### config.mk
export PLATFORM = sky130hd
export DESIGN_NAME = reg_bus_sequencer
export DESIGN_NICKNAME = d
export VERILOG_FILES = /design/src/rtl/reg_bus_pkg.sv /design/src/rtl/reg_bus_datapath.sv /design/src/rtl/reg_bus_sequencer.sv
export SDC_FILE = /design/constraint.sdc
export NUM_CORES = 1
export LEC_CHECK = 0
export CAP_MARGIN = 10
export CORE_UTILIZATION = 40
export DETAILED_ROUTE_END_ITERATION = 8
export GPL_ROUTABILITY_DRIVEN = 0
export MAX_ROUTING_LAYER = met4
export PLACE_DENSITY = 0.63
export SETUP_SLACK_MARGIN = 0.15
export SLEW_MARGIN = 20
export SYNTH_ARGS = -nofsm -noshare
export SYNTH_HDL_FRONTEND = slang
export SYNTH_SLANG_ARGS = --single-unit
### constraint.sdc
create_clock -name clk -period 6.5 [get_ports clk]
set_clock_uncertainty 0.05 [all_clocks]
set_input_delay 1.3 -clock clk [delete_from_list [all_inputs] [get_ports clk]]
set_output_delay 1.3 -clock clk [all_outputs]
set_load 0.005 [all_outputs]
### src/rtl/reg_bus_pkg.sv
// Shared encodings for the register-bus sequencer: opcodes, FSM states,
// bus-source selects and the latched instruction layout.
package reg_bus_pkg;

    typedef enum logic [2:0] {
        OP_MV   = 3'b000,
        OP_MVI  = 3'b001,
        OP_ADD  = 3'b010,
        OP_SUB  = 3'b011,
        OP_SWAP = 3'b100
    } op_e;

    typedef enum logic [2:0] {
        IDLE = 3'd0,
        T1   = 3'd1,
        T2   = 3'd2,
        T3   = 3'd3,
        DONE = 3'd4
    } state_e;

    typedef enum logic [2:0] {
        SRC_NONE = 3'd0,
        SRC_R0   = 3'd1,
        SRC_R1   = 3'd2,
        SRC_R2   = 3'd3,
        SRC_R3   = 3'd4,
        SRC_DIN  = 3'd5,
        SRC_G    = 3'd6,
        SRC_TMP  = 3'd7
    } src_e;

    typedef struct packed {
        logic [2:0] op;
        logic [1:0] rx;
        logic [1:0] ry;
    } ir_t;

    function automatic src_e reg_src(input logic [1:0] idx);
        case (idx)
            2'd0:    return SRC_R0;
            2'd1:    return SRC_R1;
            2'd2:    return SRC_R2;
            default: return SRC_R3;
        endcase
    endfunction

    function automatic logic is_long(input logic [2:0] op);
        return (op == OP_ADD) || (op == OP_SUB) || (op == OP_SWAP);
    endfunction

endpackage

### src/rtl/reg_bus_datapath.sv
// Register file R0..R3 plus A/G/TMP and the single shared bus; every
// register write takes its value from the bus except G, which takes A +/- bus.
module reg_bus_datapath
    import reg_bus_pkg::*;
#(
    parameter int DATA_W = 8
) (
    input  logic                  clk,
    input  logic                  rst,
    input  src_e                  src,
    input  logic [DATA_W-1:0]     din,
    input  logic [3:0]            ld_r,
    input  logic                  ld_a,
    input  logic                  ld_g,
    input  logic                  ld_tmp,
    input  logic                  sub,
    output logic [DATA_W-1:0]     bus,
    output logic [4*DATA_W-1:0]   regs
);

    logic [3:0][DATA_W-1:0] r;
    logic [DATA_W-1:0]      a, g, tmp;

    always_comb begin
        bus = '0;
        case (src)
            SRC_R0:  bus = r[0];
            SRC_R1:  bus = r[1];
            SRC_R2:  bus = r[2];
            SRC_R3:  bus = r[3];
            SRC_DIN: bus = din;
            SRC_G:   bus = g;
            SRC_TMP: bus = tmp;
            default: bus = '0;
        endcase
    end

    always_ff @(posedge clk) begin
        if (rst) begin
            r   <= '0;
            a   <= '0;
            g   <= '0;
            tmp <= '0;
        end else begin
            for (int i = 0; i < 4; i++)
                if (ld_r[i]) r[i] <= bus;
            if (ld_a)   a   <= bus;
            if (ld_g)   g   <= sub ? (a - bus) : (a + bus);
            if (ld_tmp) tmp <= bus;
        end
    end

    assign regs = r;

endmodule

### src/rtl/reg_bus_sequencer.sv
// Multi-cycle register-transfer controller: FSM, instruction register and
// per-step control decode driving reg_bus_datapath.
module reg_bus_sequencer
    import reg_bus_pkg::*;
#(
    parameter int DATA_W = 8
) (
    input  logic                  clk,
    input  logic                  rst,
    input  logic                  start,
    input  logic [2:0]            op,
    input  logic [1:0]            rx,
    input  logic [1:0]            ry,
    input  logic [DATA_W-1:0]     din,
    output logic                  busy,
    output logic                  done,
    output logic [DATA_W-1:0]     bus,
    output logic [4*DATA_W-1:0]   regs
);

    state_e            state;
    ir_t               ir;
    logic [DATA_W-1:0] ir_din;

    src_e       src;
    logic [3:0] ld_r;
    logic       ld_a, ld_g, ld_tmp, sub;

    // DONE behaves like IDLE for command acceptance, so back-to-back
    // instructions lose no cycle.
    always_ff @(posedge clk) begin
        if (rst) begin
            state  <= IDLE;
            ir     <= '0;
            ir_din <= '0;
            busy   <= 1'b0;
            done   <= 1'b0;
        end else begin
            case (state)
                IDLE, DONE: begin
                    done <= 1'b0;
                    if (start) begin
                        ir     <= '{op: op, rx: rx, ry: ry};
                        ir_din <= din;
                        state  <= T1;
                        busy   <= 1'b1;
                    end else begin
                        state  <= IDLE;
                        busy   <= 1'b0;
                    end
                end
                T1: begin
                    if (is_long(ir.op)) begin
                        state <= T2;
                    end else begin
                        state <= DONE;
                        busy  <= 1'b0;
                        done  <= 1'b1;
                    end
                end
                T2: state <= T3;
                T3: begin
                    state <= DONE;
                    busy  <= 1'b0;
                    done  <= 1'b1;
                end
                default: begin
                    state <= IDLE;
                    busy  <= 1'b0;
                    done  <= 1'b0;
                end
            endcase
        end
    end

    always_comb begin
        src    = SRC_NONE;
        ld_r   = '0;
        ld_a   = 1'b0;
        ld_g   = 1'b0;
        ld_tmp = 1'b0;
        sub    = (ir.op == OP_SUB);
        case (state)
            T1: case (ir.op)
                OP_MV:   begin src = reg_src(ir.ry); ld_r[ir.rx] = 1'b1; end
                OP_MVI:  begin src = SRC_DIN;        ld_r[ir.rx] = 1'b1; end
                OP_ADD,
                OP_SUB:  begin src = reg_src(ir.rx); ld_a = 1'b1; end
                OP_SWAP: begin src = reg_src(ir.ry); ld_tmp = 1'b1; end
                default: src = SRC_NONE;
            endcase
            T2: case (ir.op)
                OP_ADD,
                OP_SUB:  begin src = reg_src(ir.ry); ld_g = 1'b1; end
                OP_SWAP: begin src = reg_src(ir.rx); ld_r[ir.ry] = 1'b1; end
                default: src = SRC_NONE;
            endcase
            T3: case (ir.op)
                OP_ADD,
                OP_SUB:  begin src = SRC_G;   ld_r[ir.rx] = 1'b1; end
                OP_SWAP: begin src = SRC_TMP; ld_r[ir.rx] = 1'b1; end
                default: src = SRC_NONE;
            endcase
            default: src = SRC_NONE;
        endcase
    end

    reg_bus_datapath #(.DATA_W(DATA_W)) u_dp (
        .clk    (clk),
        .rst    (rst),
        .src    (src),
        .din    (ir_din),
        .ld_r   (ld_r),
        .ld_a   (ld_a),
        .ld_g   (ld_g),
        .ld_tmp (ld_tmp),
        .sub    (sub),
        .bus    (bus),
        .regs   (regs)
    );

endmodule

# Word level (Yosys, flattened, before mapping)
# Index checks and enable logic that the tools add are counted.
[word_totals]
input_bits = 18
reg_bits = 76
elab_cells = 85
out_inout_bits = 42
[op_classes]
eq_ne = 20
addsub = 2
n_lt_le_gt_ge = 4
bitwise = 1
reduce_logical = 15
mux = 29
[ops]
columns = ["op", "count"]
rows = [
  ["case mux 8 bit (7 select lines)", 1],
  ["case mux 3 bit (3 select lines)", 4],
  ["== test 3 x 2 -> 1 bit, second input constant", 6],
  ["== test 3 bit, second input constant", 6],
  ["2-to-1 mux 4 bit", 3],
  ["case mux 3 bit (2 select lines)", 2],
  ["case mux 3 bit (4 select lines)", 1],
  ["case mux 4 bit (3 select lines)", 1],
  ["2-to-1 mux 1 bit", 11],
  ["== test 3 x 1 -> 1 bit, second input constant", 3],
  ["adder 8 bit", 1],
  ["2-to-1 mux 8 bit", 1],
  ["OR reduction 2 bit", 4],
  ["subtractor 8 bit", 1],
  ["zero test 3 bit", 2],
  ["< comparator 2 x 3 -> 1 bit, second input constant", 2],
  ["case mux 1 bit (3 select lines)", 2],
  ["demux 1 bit (select 2 bit)", 2],
  ["== test 2 x 1 -> 1 bit, second input constant", 2],
  ["== test 2 bit, second input constant", 2],
  [">= comparator 2 x 1 -> 1 bit, second input constant", 2],
  ["zero test 2 bit", 2],
  ["AND reduction 2 bit", 2],
  ["2-to-1 mux 3 bit", 1],
  ["other kinds (5)", 7],
]

# Longest topological paths before layout
# Gate-level depths: netlist of the first run.
[depth]
ltp_word = 8
ltp_mapped = 23
mapped_depth_nobuf = 21

# By module
# From an unflattened synthesis of the first run, not the netlist that was laid out.
[unflattened]
hier_cells = 449
area_unflattened_um2 = 4111.4
[modules_own_cells]
columns = ["module", "cells_per_inst", "instances", "area_per_inst_um2"]
rows = [
  ["reg_bus_datapath", 308, 1, 2946.6],
  ["reg_bus_sequencer", 141, 1, 1164.9],
]

# Worst setup path after synthesis of the first run
# No wires, ideal clock.
[synth_path]
path_kind = "flip-flop to flip-flop"
from = "reg ir[0] (netlist name)"
to = "reg u_dp.g[7]"
stages_incl_launch_ff = 20
arrival_ns = 4.708
path_slack_ns = 1.678
required_ns = 6.386
cell_sequence = "dfxtp_1 inv_1 ha_1 or3_1 a2bb2oi_1 o211a_4 mux4_2 a211oi_4 inv_4 a2111o_1 o21ai_0 xnor2_1 ha_1 or3_1 o21ai_0 a21oi_1 xor2_1 xnor2_1 or4b_1 nand4_1"
[synth_between]
elab_chain_len = 8
elab_cells_between_ends = 18
[synth_rtl]
columns = ["item", "line_no", "text"]
rows = [
  ["from (decl)", "reg_bus_sequencer.sv:22", "ir_t ir;"],
  ["from (signal assigned)", "reg_bus_sequencer.sv:43", "ir <= '{op: op, rx: rx, ry: ry};"],
  ["== test 2 bit (tied with other cells)", "reg_bus_pkg.sv:39", "case (idx)"],
  ["case mux 3 bit (3 select lines) *", "reg_bus_pkg.sv:39", ""],
  ["case mux 3 bit (3 select lines) or case mux 3 bit (2 select lines) (tied branches)", "reg_bus_sequencer.sv:84, reg_bus_sequencer.sv:92", ""],
  ["case mux 3 bit (3 select lines) *", "reg_bus_sequencer.sv:83", "case (state)"],
  ["== test 3 bit (tied with other cells)", "reg_bus_datapath.sv:26", "case (src)"],
  ["case mux 8 bit (7 select lines) *", "reg_bus_datapath.sv:26", ""],
  ["via bus[3]", "reg_bus_sequencer.sv:17", "output logic [DATA_W-1:0] bus,"],
  ["adder 8 bit or subtractor 8 bit (tied branches)", "reg_bus_datapath.sv:48", "if (ld_g) g <= sub ? (a - bus) : (a + bus);"],
  ["2-to-1 mux 8 bit *", "reg_bus_datapath.sv:48", ""],
  ["to (signal assigned)", "reg_bus_datapath.sv:48", ""],
  ["to (decl)", "reg_bus_datapath.sv:22", "logic [DATA_W-1:0] a, g, tmp;"],
]
# Mark *: on every way through the listed nets, which the timed path passes. The rest lies on a longest branch.
# A chain may end at the register's enable or synchronous reset.

# Final worst setup path of the first run
[layout_path]
from = "reg ir[4] (netlist name)"
to = "reg u_dp.g[7]"
[layout_between]
elab_chain_len = 8
elab_cells_between_ends = 24
[layout_rtl]
columns = ["item", "line_no", "text"]
rows = [
  ["== test 3 bit (tied with other cells)", "reg_bus_sequencer.sv:84, reg_bus_sequencer.sv:92, reg_bus_sequencer.sv:98", ""],
  ["OR reduction 2 bit (on tied branches)", "--", ""],
  ["case mux 3 bit (3 select lines) (tied with other cells)", "reg_bus_sequencer.sv:84", "T1: case (ir.op)"],
  ["case mux 3 bit (3 select lines)", "reg_bus_sequencer.sv:83", ""],
  ["== test 3 bit (tied with other cells)", "reg_bus_datapath.sv:26", ""],
  ["case mux 8 bit (7 select lines)", "reg_bus_datapath.sv:26", ""],
  ["adder 8 bit or subtractor 8 bit (tied branches)", "reg_bus_datapath.sv:48", ""],
  ["2-to-1 mux 8 bit", "reg_bus_datapath.sv:48", ""],
]
# Several ways; a longest one is shown, not always the timed one.

==> results of run 1 <==
[per-stage QoR]
stage / std cells / setup slack (ns) / hold slack, ns / util [%]
finish: 668 / 1.06 / 0.405 / 50.1
global route: 668 / 0.645 / 0.422 / 50.1
CTS: 668 / 1.15 / 0.403 / 50.1
detailed placement: 652 / 1.19 / 0.394 / 48.1
global placement: 652 / 1.23 / 0.389 / 48.1
floorplan: 488 / 1.68 / 0.378 / -
[synth_stat cells (3+ instances only)]
cell	number	share of area [%]
sky130_fd_sc_hd__o211ai_1	3	0.56
sky130_fd_sc_hd__nand3_1	11	1.4
sky130_fd_sc_hd__a21oi_1	41	5.1
sky130_fd_sc_hd__nor2b_1	6	0.93
sky130_fd_sc_hd__nand2_1	51	4.7
sky130_fd_sc_hd__xor2_1	3	0.65
sky130_fd_sc_hd__and2_1	3	0.46
sky130_fd_sc_hd__ha_1	17	5.3
sky130_fd_sc_hd__buf_2	7	0.86
sky130_fd_sc_hd__nor3_1	6	0.74
sky130_fd_sc_hd__clkbuf_1	24	2.2
sky130_fd_sc_hd__mux2i_1	17	4.2
sky130_fd_sc_hd__o21ai_0	14	1.7
sky130_fd_sc_hd__and3_1	4	0.62
sky130_fd_sc_hd__a211oi_1	38	7.0
sky130_fd_sc_hd__o211a_1	3	0.74
sky130_fd_sc_hd__xnor2_1	8	1.7
sky130_fd_sc_hd__inv_1	17	1.6
sky130_fd_sc_hd__o31ai_1	3	0.56
sky130_fd_sc_hd__a22o_1	6	1.3
sky130_fd_sc_hd__a21o_1	5	0.93
sky130_fd_sc_hd__nor2_1	69	6.4
sky130_fd_sc_hd__nand4_1	3	0.46
sky130_fd_sc_hd__dfxtp_1	76	38
sky130_fd_sc_hd__a221o_1	3	0.74
sky130_fd_sc_hd__nand2b_1	4	0.62
[power groups by stage]
| stage | registers (mW) | logic [mW] | clock network [mW] |
|---|---|---|---|
| 2_1_floorplan | 0.499 | 0.132 | 0 |
| 3_3_place_gp | 0.507 | 0.180 | 0 |
| 3_5_place_dp | 0.507 | 0.183 | 0 |
| 4_1_cts | 0.496 | 0.184 | 0.367 |
| 5_1_grt | 0.498 | 0.205 | 0.386 |
| 6_report | 0.496 | 0.186 | 0.365 |
[registers in the layout, summed over array words and instances (netlist names)]
signal	cells
u_dp.regs	32
ir_din	8
u_dp.a	8
u_dp.g	8
u_dp.tmp	8
ir	7
state	3
busy	1
done	1
[how the worst max path moves through the flow]
| stage | cells after the start | slack [ns] | end | from |
|---|---|---|---|---|
| final | 20 | 1.06 | u_dp.g[7]$_SDFFE_PP0P_ | ir[4]$_SDFFE_PP0P_ |
| after global routing | 20 | 0.65 | u_dp.g[7]$_SDFFE_PP0P_ | ir[4]$_SDFFE_PP0P_ |
| after CTS | 20 | 1.15 | u_dp.g[7]$_SDFFE_PP0P_ | ir[4]$_SDFFE_PP0P_ |
| after detailed placement | 20 | 1.19 | u_dp.g[7]$_SDFFE_PP0P_ | ir[4]$_SDFFE_PP0P_ |
| after global placement | 20 | 1.23 | u_dp.g[7]$_SDFFE_PP0P_ | ir[4]$_SDFFE_PP0P_ |
| after floorplan | 19 | 1.68 | u_dp.g[7]$_SDFFE_PP0P_ | ir[0]$_SDFFE_PP0P_ |
[cell type report]
cell class	instances	area [um2]
fillers	954	4880
multi-input cells	359	2300
flip-flops and latches	76	1520
repair buffers	66	638
well taps	133	166
clock buffers	11	131
inverters	18	70.1
clock inverters	5	61.3
[cells by family after synthesis]
logic type                 after synthesis  synth area share [%]
AOI/OAI and AO/OA                      138                  23.8
xor gates and xnor gates                11                  2.38
adders and majority gates               18                  5.75
buffers and inverters                   53                  5.56
DFF                                     76                  37.6
muxes                                   21                  5.87
and+or+nand+nor                        171                  19.1
[critical path, stage by stage, from the launching register on]
cell,delay (ns)
sky130_fd_sc_hd__dfxtp_1,0.59
sky130_fd_sc_hd__nor3b_2,0.16
sky130_fd_sc_hd__and3b_1,0.28
sky130_fd_sc_hd__a22oi_2,0.56
sky130_fd_sc_hd__nand2_1,0.11
sky130_fd_sc_hd__buf_4,0.23
sky130_fd_sc_hd__a2111oi_0,0.45
sky130_fd_sc_hd__a221o_1,0.48
sky130_fd_sc_hd__ha_1,0.32
sky130_fd_sc_hd__nand2_1,0.06
sky130_fd_sc_hd__o21a_1,0.14
sky130_fd_sc_hd__ha_1,0.22
sky130_fd_sc_hd__nor2b_1,0.12
sky130_fd_sc_hd__o21ai_0,0.22
sky130_fd_sc_hd__a21oi_1,0.12
sky130_fd_sc_hd__o21ai_0,0.24
sky130_fd_sc_hd__a21oi_1,0.12
sky130_fd_sc_hd__xor2_1,0.16
sky130_fd_sc_hd__xnor2_1,0.15
sky130_fd_sc_hd__or4b_1,0.50
sky130_fd_sc_hd__nand4_1,0.09
[metal layers]
metal  track usage [%]  vias to the layer above  wire, um
met1              31.8                     1726      5300
met2              37.9                      105      5520
met3              3.93                       19       632
met5                 -                        -         0
met4              7.03                        0       198
li1                  -                     1816         -
==> impl_metrics.py, run 1 <==
metrics = {
    "status": {
        "outcome": "complete, no violations",
    },
    "yosys": {
        "yosysWarningCount": 0,
        "yosys.cell_types.count": 60,
        "synth-seq-area-share_pct": 37.6,
        "synth_cells": 488,
        "netlist_area_mm2": 0.00405,
        "synth_top_flop_cell": "sky130_fd_sc_hd__dfxtp_1",
        "synth_async_sr_flop_share_pct": 0,
        "syn_nets": 524,
        "post_synth_edffs": 0,
        "postSynthRegisterBits": 76,
        "avgSynthCellArea_um2": 8.30,
    },
    "setup_path": {
        "cp_data_required_time_ns": 6.74,
        "reg2regPathDepth": 20,
        "timing.setup.critical_path_class": "reg -> reg",
        "data_arrival_at_the_endpoint_of_the_critical_path_ns": 5.69,
        "reg2reg_to": "u_dp.g[7]$_SDFFE_PP0P_",
        "regToRegSetupSlack_ns": 1.06,
        "crit_fanout": 15,
        "worst_r2r_startpoint": "ir[4]$_SDFFE_PP0P_",
        "cp_launch_type": "register",
        "critical_path.endpoint_type": "register",
    },
    "floorplanning": {
        "fp.dieW_um": 103,
        "io-pin-count": 60,
        "starting_density_of_the_core_pct": 41.4,
        "chipHeight_um": 103,
        "rows": 36,
        "die_area_mm2": 0.0105,
        "core_region_area_mm2": 0.00977,
    },
    "drt": {
        "drtPass1Iterations": 4,
        "routed_via_density": 5.49,
        "drt-total-wl_mm": 11.6,
        "detail-route-antenna-nets": 0,
        "routedWlPerCell_um": 17.4,
        "route.vias.total": 3666,
        "detail_route.drc_violations": 0,
        "initial_drc_count": 292,
    },
    "placement": {
        "buffers_added_on_ports": 59,
        "detailed_place.area_mm2": 0.00470,
        "detailedPlacementHpwl_mm": 8.30,
    },
    "clock_tree": {
        "cts.hold.buffers_added": 0,
        "ctsLongestPathBuffers": 2,
        "cts_max_level": 3,
        "worst_setup_hold_path_clk_slew_ns": 0.09,
        "postCtsResizedCells": 0,
        "cts_setup_buffers": 0,
        "ctsRootBufferMaster": "sky130_fd_sc_hd__clkbuf_8",
        "clock_tree_from_tritoncts": "yes",
        "clock_sinks": 76,
        "tritoncts.num_buffers": 9,
        "clock_insertion_delay_worst_skew_ns": 0.36,
    },
    "finish": {
        "most-common-layout-cells": "76 x sky130_fd_sc_hd__dfxtp_1, 69 x sky130_fd_sc_hd__nor2_1, 58 x sky130_fd_sc_hd__clkdlybuf4s50_1",
        "drive_above_1_share_pct": 6.17,
        "antenna_cells_inserted": 0,
        "final_nets": 566,
        "postLayoutCellArea_mm2": 0.00489,
        "layout_commonest_cell": "sky130_fd_sc_hd__dfxtp_1",
        "area_growth_pct": 20.8,
    },
    "power_and_ir_drop": {
        "p_leak_nw": 1.75,
        "p_seq_share_pct": 47.4,
        "report.power.total_mw": 1.05,
        "peak_vdd_ir_mv": 0.0932,
        "combinationalPowerShare_pct": 17.7,
        "total_switching_power_mw": 0.305,
        "power.share.switching_pct": 29.1,
        "p_per_area_mw_per_mm2": 214,
        "clock_power_share_pct": 34.9,
        "cellInternalPower_mw": 0.742,
    },
    "job": {
        "drv.max_cap_violation_count": 0,
    },
    "grt": {
        "antenna_found_initial": 0,
        "grt_pass1_vias": 3555,
        "grt_pass1_wl_mm": 18.5,
        "grt_start_max_net_pins": 80,
        "track_usage_pct": 24.1,
        "global_route.overflow_total": 0,
    },
    "sta": {
        "final_period_minus_worst_setup_slack_ns": 5.44,
        "rsz0062_at_grt": "false",
        "fmax_ghz": 0.184,
        "setup_tns_ns": 0,
        "slew_viol_final": 0,
        "number_of_failing_hold_endpoints_at_the_final_stage": 0,
        "setup_violations": 0,
        "slew-limit-headroom_pct": 46.1,
        "final.period_utilization_pct": 83.8,
        "worst_slew_pin_slew_ns": 0.809,
    },
    "min_path": {
        "hold_end": "u_dp.g[6]$_SDFFE_PP0P_",
        "min_path_type": "reg -> reg",
        "holdCritStartpoint": "u_dp.g[6]$_SDFFE_PP0P_",
        "min_delay_path_depth": 2,
    },
}
(Power assumes the default switching activity.)
==> run 2, diff against run 1 <==
==> constraint.sdc (replaced) <==
create_clock -name clk -period 5.5 [get_ports clk]
set_clock_uncertainty 0.05 [all_clocks]
set_input_delay 1.1 -clock clk [delete_from_list [all_inputs] [get_ports clk]]
set_output_delay 1.1 -clock clk [all_outputs]
set_load 0.005 [all_outputs]
==> run 2 against run 1 <==
  * Final cell count up 1.3%
  * Global-route usage rose by 0.69 points
  * Sequential cell count is the same
  * Sequential share of layout area decreased by 0.68 points
  * Count of clock-buffer cells in the layout stayed put
  * Via count grew 4.3%
  * Maximum frequency is 7.9% higher
  * Register-to-register slack worse by 0.60 ns
  * Critical path depth fell by 2
  * Sequential power rose by 18%
  * Power is 20% higher
==> impl_metrics.py, run 2 (synthesis results as in run 1) <==
metrics = {
    "setup_path": {
        "worst_r2r_startpoint": "ir[5]$_SDFFE_PP0P_",
        "cp_launch_type": "register",
        "timing.setup.critical_path_class": "reg -> reg",
        "critical_path.endpoint_type": "register",
        "regToRegSetupSlack_ns": 0.45,
        "crit_fanout": 12,
        "reg2regPathDepth": 18,
        "cp_data_required_time_ns": 5.74,
        "timing.critical_path.from": "ir[5]$_SDFFE_PP0P_",
        "timing.critical_path.to": "u_dp.g[7]$_SDFFE_PP0P_",
        "reg2reg_to": "u_dp.g[7]$_SDFFE_PP0P_",
        "data_arrival_at_the_endpoint_of_the_critical_path_ns": 5.29,
    },
    "clock_tree": {
        "ctsLongestPathBuffers": 2,
        "ctsRootBufferMaster": "sky130_fd_sc_hd__clkbuf_8",
        "cts.hold.buffers_added": 0,
        "clock_tree_from_tritoncts": "yes",
        "cts_max_level": 3,
        "worst_setup_hold_path_clk_slew_ns": 0.08,
        "clock_insertion_delay_worst_skew_ns": 0.36,
        "tritoncts.num_buffers": 9,
        "clock_sinks": 76,
    },
    "finish": {
        "layout_commonest_cell": "sky130_fd_sc_hd__dfxtp_1",
        "most-common-layout-cells": "75 x sky130_fd_sc_hd__dfxtp_1, 69 x sky130_fd_sc_hd__nor2_1, 58 x sky130_fd_sc_hd__clkdlybuf4s50_1",
        "largest_register_ff_count": 32,
        "drive_above_1_share_pct": 9.38,
        "area_growth_pct": 23.6,
        "antenna_cells_inserted": 0,
        "final_nets": 575,
        "postLayoutCellArea_mm2": 0.00501,
    },
    "grt": {
        "antenna_found_initial": 0,
        "grt_pass1_vias": 3519,
        "global_route.overflow_total": 0,
        "grt_pass1_wl_mm": 19.0,
        "track_usage_pct": 24.8,
        "grt_start_max_net_pins": 54,
    },
    "sta": {
        "worst_slew_pin_slew_ns": 0.959,
        "slew_viol_final": 0,
        "setup_violations": 0,
        "rsz0062_at_grt": "false",
        "number_of_failing_hold_endpoints_at_the_final_stage": 0,
        "slew-limit-headroom_pct": 36.0,
        "fmax_ghz": 0.198,
        "setup_tns_ns": 0,
        "final_period_minus_worst_setup_slack_ns": 5.05,
        "final.period_utilization_pct": 91.8,
    },
    "status": {
        "outcome": "complete, no violations",
    },
    "power_and_ir_drop": {
        "power.share.switching_pct": 28.7,
        "total_switching_power_mw": 0.360,
        "clock_power_share_pct": 35.1,
        "peak_vdd_ir_mv": 0.143,
        "p_seq_share_pct": 46.8,
        "p_leak_nw": 1.81,
        "cellInternalPower_mw": 0.893,
        "p_per_area_mw_per_mm2": 250,
        "combinationalPowerShare_pct": 18.1,
    },
    "drt": {
        "routed_via_density": 5.65,
        "drtPass1Iterations": 5,
        "route.vias.total": 3824,
        "detail_route.drc_violations": 0,
        "initial_drc_count": 284,
        "drt-total-wl_mm": 12.0,
        "routedWlPerCell_um": 17.8,
        "detail-route-antenna-nets": 0,
    },
    "placement": {
        "buffers_added_on_ports": 59,
        "detailed_place.area_mm2": 0.00475,
        "detailedPlacementHpwl_mm": 8.59,
    },
    "floorplanning": {
        "fp.dieW_um": 103,
        "starting_density_of_the_core_pct": 41.4,
        "rows": 36,
        "io-pin-count": 60,
        "die_area_mm2": 0.0105,
        "core_region_area_mm2": 0.00977,
        "chipHeight_um": 103,
    },
    "min_path": {
        "min_path_type": "reg -> reg",
    },
    "job": {
        "drv.max_cap_violation_count": 0,
    },
}
-- run 2: changes by cell type in the layout (fill, tap and decap cells not counted), sizes merged --
cell / before / now
buf: 8 / 17
clkinv: 0 / 1
clkinvlp: 3 / 2
-- run 2: per-stage QoR --
step	setup slack (ns)	hold slack, ns	cells	utilization [%]	power [mW]
floorplan	0.678	0.378	488	-	0.745
global placement	0.264	0.385	659	48.6	0.814
detailed placement	0.204	0.399	659	48.6	0.817
CTS	0.160	0.409	675	50.7	1.25
global route	0.139	0.439	677	51.2	1.31
finish	0.452	0.410	677	51.2	1.25
-- run 2: layout make-up --
cell class	instances	area (um2)
timing repair buffer	75	706
inverter	18	70.1
sequential	76	1520
clock buffer	11	141
tap	133	166
clock inverter	5	58.8
multi-input combinational	359	2340
fill	932	4770
-- run 2: repair_timing --
| item | in CTS | in global routing |
|---|---|---|
| resized for setup | 0 | 10 |
| setup endpoints to repair | 0 | 1 |
| buffers inserted | 0 | 2 |
-- run 2: worst min-delay path by stage --
stage / start / to / cells after the start
after floorplan: u_dp.g[2]$_SDFFE_PP0P_ / u_dp.g[2]$_SDFFE_PP0P_ / 2
after global placement: u_dp.g[6]$_SDFFE_PP0P_ / u_dp.g[6]$_SDFFE_PP0P_ / 2
after detailed placement: u_dp.g[6]$_SDFFE_PP0P_ / u_dp.g[6]$_SDFFE_PP0P_ / 2
after CTS: u_dp.g[6]$_SDFFE_PP0P_ / u_dp.g[6]$_SDFFE_PP0P_ / 2
after global routing: u_dp.g[3]$_SDFFE_PP0P_ / u_dp.g[3]$_SDFFE_PP0P_ / 2
final: u_dp.g[3]$_SDFFE_PP0P_ / u_dp.g[3]$_SDFFE_PP0P_ / 2
-- run 2: critical path: stages, from the launching register on --
cell and delay [ns]:
sky130_fd_sc_hd__dfxtp_1 0.55, sky130_fd_sc_hd__or3b_2 0.51, sky130_fd_sc_hd__nor2_1 0.15, sky130_fd_sc_hd__buf_4 0.23, sky130_fd_sc_hd__a22o_2 0.28, sky130_fd_sc_hd__nor3_2 0.11
sky130_fd_sc_hd__a22o_1 0.26, sky130_fd_sc_hd__a211oi_2 0.49, sky130_fd_sc_hd__nand3_1 0.19, sky130_fd_sc_hd__o31ai_1 0.30, sky130_fd_sc_hd__xor2_1 0.20, sky130_fd_sc_hd__ha_1 0.29
sky130_fd_sc_hd__or3_1 0.31, sky130_fd_sc_hd__o21ai_0 0.08, sky130_fd_sc_hd__a21oi_1 0.07, sky130_fd_sc_hd__xor2_1 0.16, sky130_fd_sc_hd__xnor2_1 0.16, sky130_fd_sc_hd__or4b_1 0.50
sky130_fd_sc_hd__nand4_1 0.09
-- run 2: layer usage --
layer	share of wire [%]	vias up	GRT usage (%)
met5	0	-	-
li1	-	1837	-
met4	2.8	0	10.0
met1	46	1818	34.5
met2	44	140	35.7
met3	6.5	29	3.66
-- run 2: power groups by stage --
| stage | logic, mW | registers (mW) | clock network (mW) |
|---|---|---|---|
| 2_1_floorplan | 0.155 | 0.589 | 0 |
| 3_3_place_gp | 0.215 | 0.599 | 0 |
| 3_5_place_dp | 0.218 | 0.599 | 0 |
| 4_1_cts | 0.220 | 0.586 | 0.448 |
| 5_1_grt | 0.250 | 0.590 | 0.470 |
| 6_report | 0.226 | 0.587 | 0.440 |
==> edit: new RTL, config.mk and constraints of run 1 <==
`DATA_W` is set to 8 in 2 places; all go to 6.
--- a/src/rtl/reg_bus_datapath.sv
+++ b/src/rtl/reg_bus_datapath.sv
@@ -4,5 +4,5 @@
     import reg_bus_pkg::*;
 #(
-    parameter int DATA_W = 8
+    parameter int DATA_W = 6
 ) (
     input  logic                  clk,
--- a/src/rtl/reg_bus_sequencer.sv
+++ b/src/rtl/reg_bus_sequencer.sv
@@ -4,5 +4,5 @@
     import reg_bus_pkg::*;
 #(
-    parameter int DATA_W = 8
+    parameter int DATA_W = 6
 ) (
     input  logic                  clk,
Ports: changed (resized bus, din and regs); port bits go from 60 to 48. No check against the original RTL was run, so the function may have changed too.
==> edit against run 1 <==
- power shrank 15%
- synthesized area shrank 18%
- maximum frequency grew 6.8%
- design area down 18%
- sequential cell count down 16
- hold slack improved by 0.023 ns
- wire length shrank 32%
- core utilization grew 0.90 points
- critical path type is now register to primary output
- worst setup slack gained 0.35 ns
- largest power group unchanged
==> edit: results (changes against run 1) <==
| Metric | Value |
|---|---|
| Clock buf/inv share | 5.604% (+1.7 points) |
| Final wirelength | 7.971 mm (-32%) |
| Number of instances in the placed design | 503 (-23%) |
| Synth Area in Compound Gates | 21.46% (-2.3 points) |
| Register area share after synthesis | 36.08% (-1.5 points) |
| CP arrival | 3.75 ns (-1.94 ns) |
| Placed Area | 3791 sq um (-19%) |
| Worst-path clk slew | 0.07 ns (-0.02 ns) |
| Share of cells above drive strength 1 | 10.55% (+4.4 points) |
| Syn_nets | 408 (-22%) |
| Critical path's slowest cell | o211ai_1 |
| Fillers | 774 (-19%) |
| Dominant cells by area after synthesis | dfxtp_1, a211oi_1, mux2i_1 |
| IO Port Bufs | 47 (-20%) |
| Non-CTS buffers | 51 (-23%) |
| Crit path max fanout | 14 (-1) |
| Psw | 0.2391 mW (-22%) |
| Storage element area | 1201 sq um (-21%) |
| Library cells used by synthesis | 65 (+8.3%) |
| P per Cell Area | 222.7 nW/um^2 (+4.1%) |
| P_leak | 1.424 nW (-19%) |
| First-pass GRT wire length | 13.00 mm (-30%) |
| Gr usage total | 20.15% (-3.9 points) |
| Largest net degree at the start of global routing | 64 (-20%) |
| Outcome | complete, no violations |
| Routed len/inst | 15.36 um (-12%) |
-- edit: cell types whose count changed after synthesis, moves of 5 or more --
cell	change
dfxtp_1	-16
a21o_1	-5
a21oi_1	-19
nand2_1	-17
nand3_1	-7
mux2i_1	+5
clkbuf_1	-10
nor2_1	-16
buf_4	+5
o21ai_0	-11
-- edit: path summary, 6_finish.rpt --
check	cells after the start	from	slack, ns	endpoint
setup / recovery	6	state[0]	1.40	bus[2]
hold / removal	2	ir_din[2]	0.43	ir_din[2]
setup reg to reg	18	ir[0]	1.68	u_dp.g[5]
hold reg to reg	2	ir_din[2]	0.43	ir_din[2]
-- edit: per-layer routing --
layer | global-route usage, % | part of all wire [%] | up-vias | wire length, um
met5 | - | 0 | - | 0
met4 | 6.923 | 1.3 | 0 | 101
met3 | 5.854 | 4.5 | 10 | 361
met2 | 32.05 | 47 | 59 | 3730
met1 | 24.41 | 47 | 1326 | 3778
li1 | - | - | 1412 | -
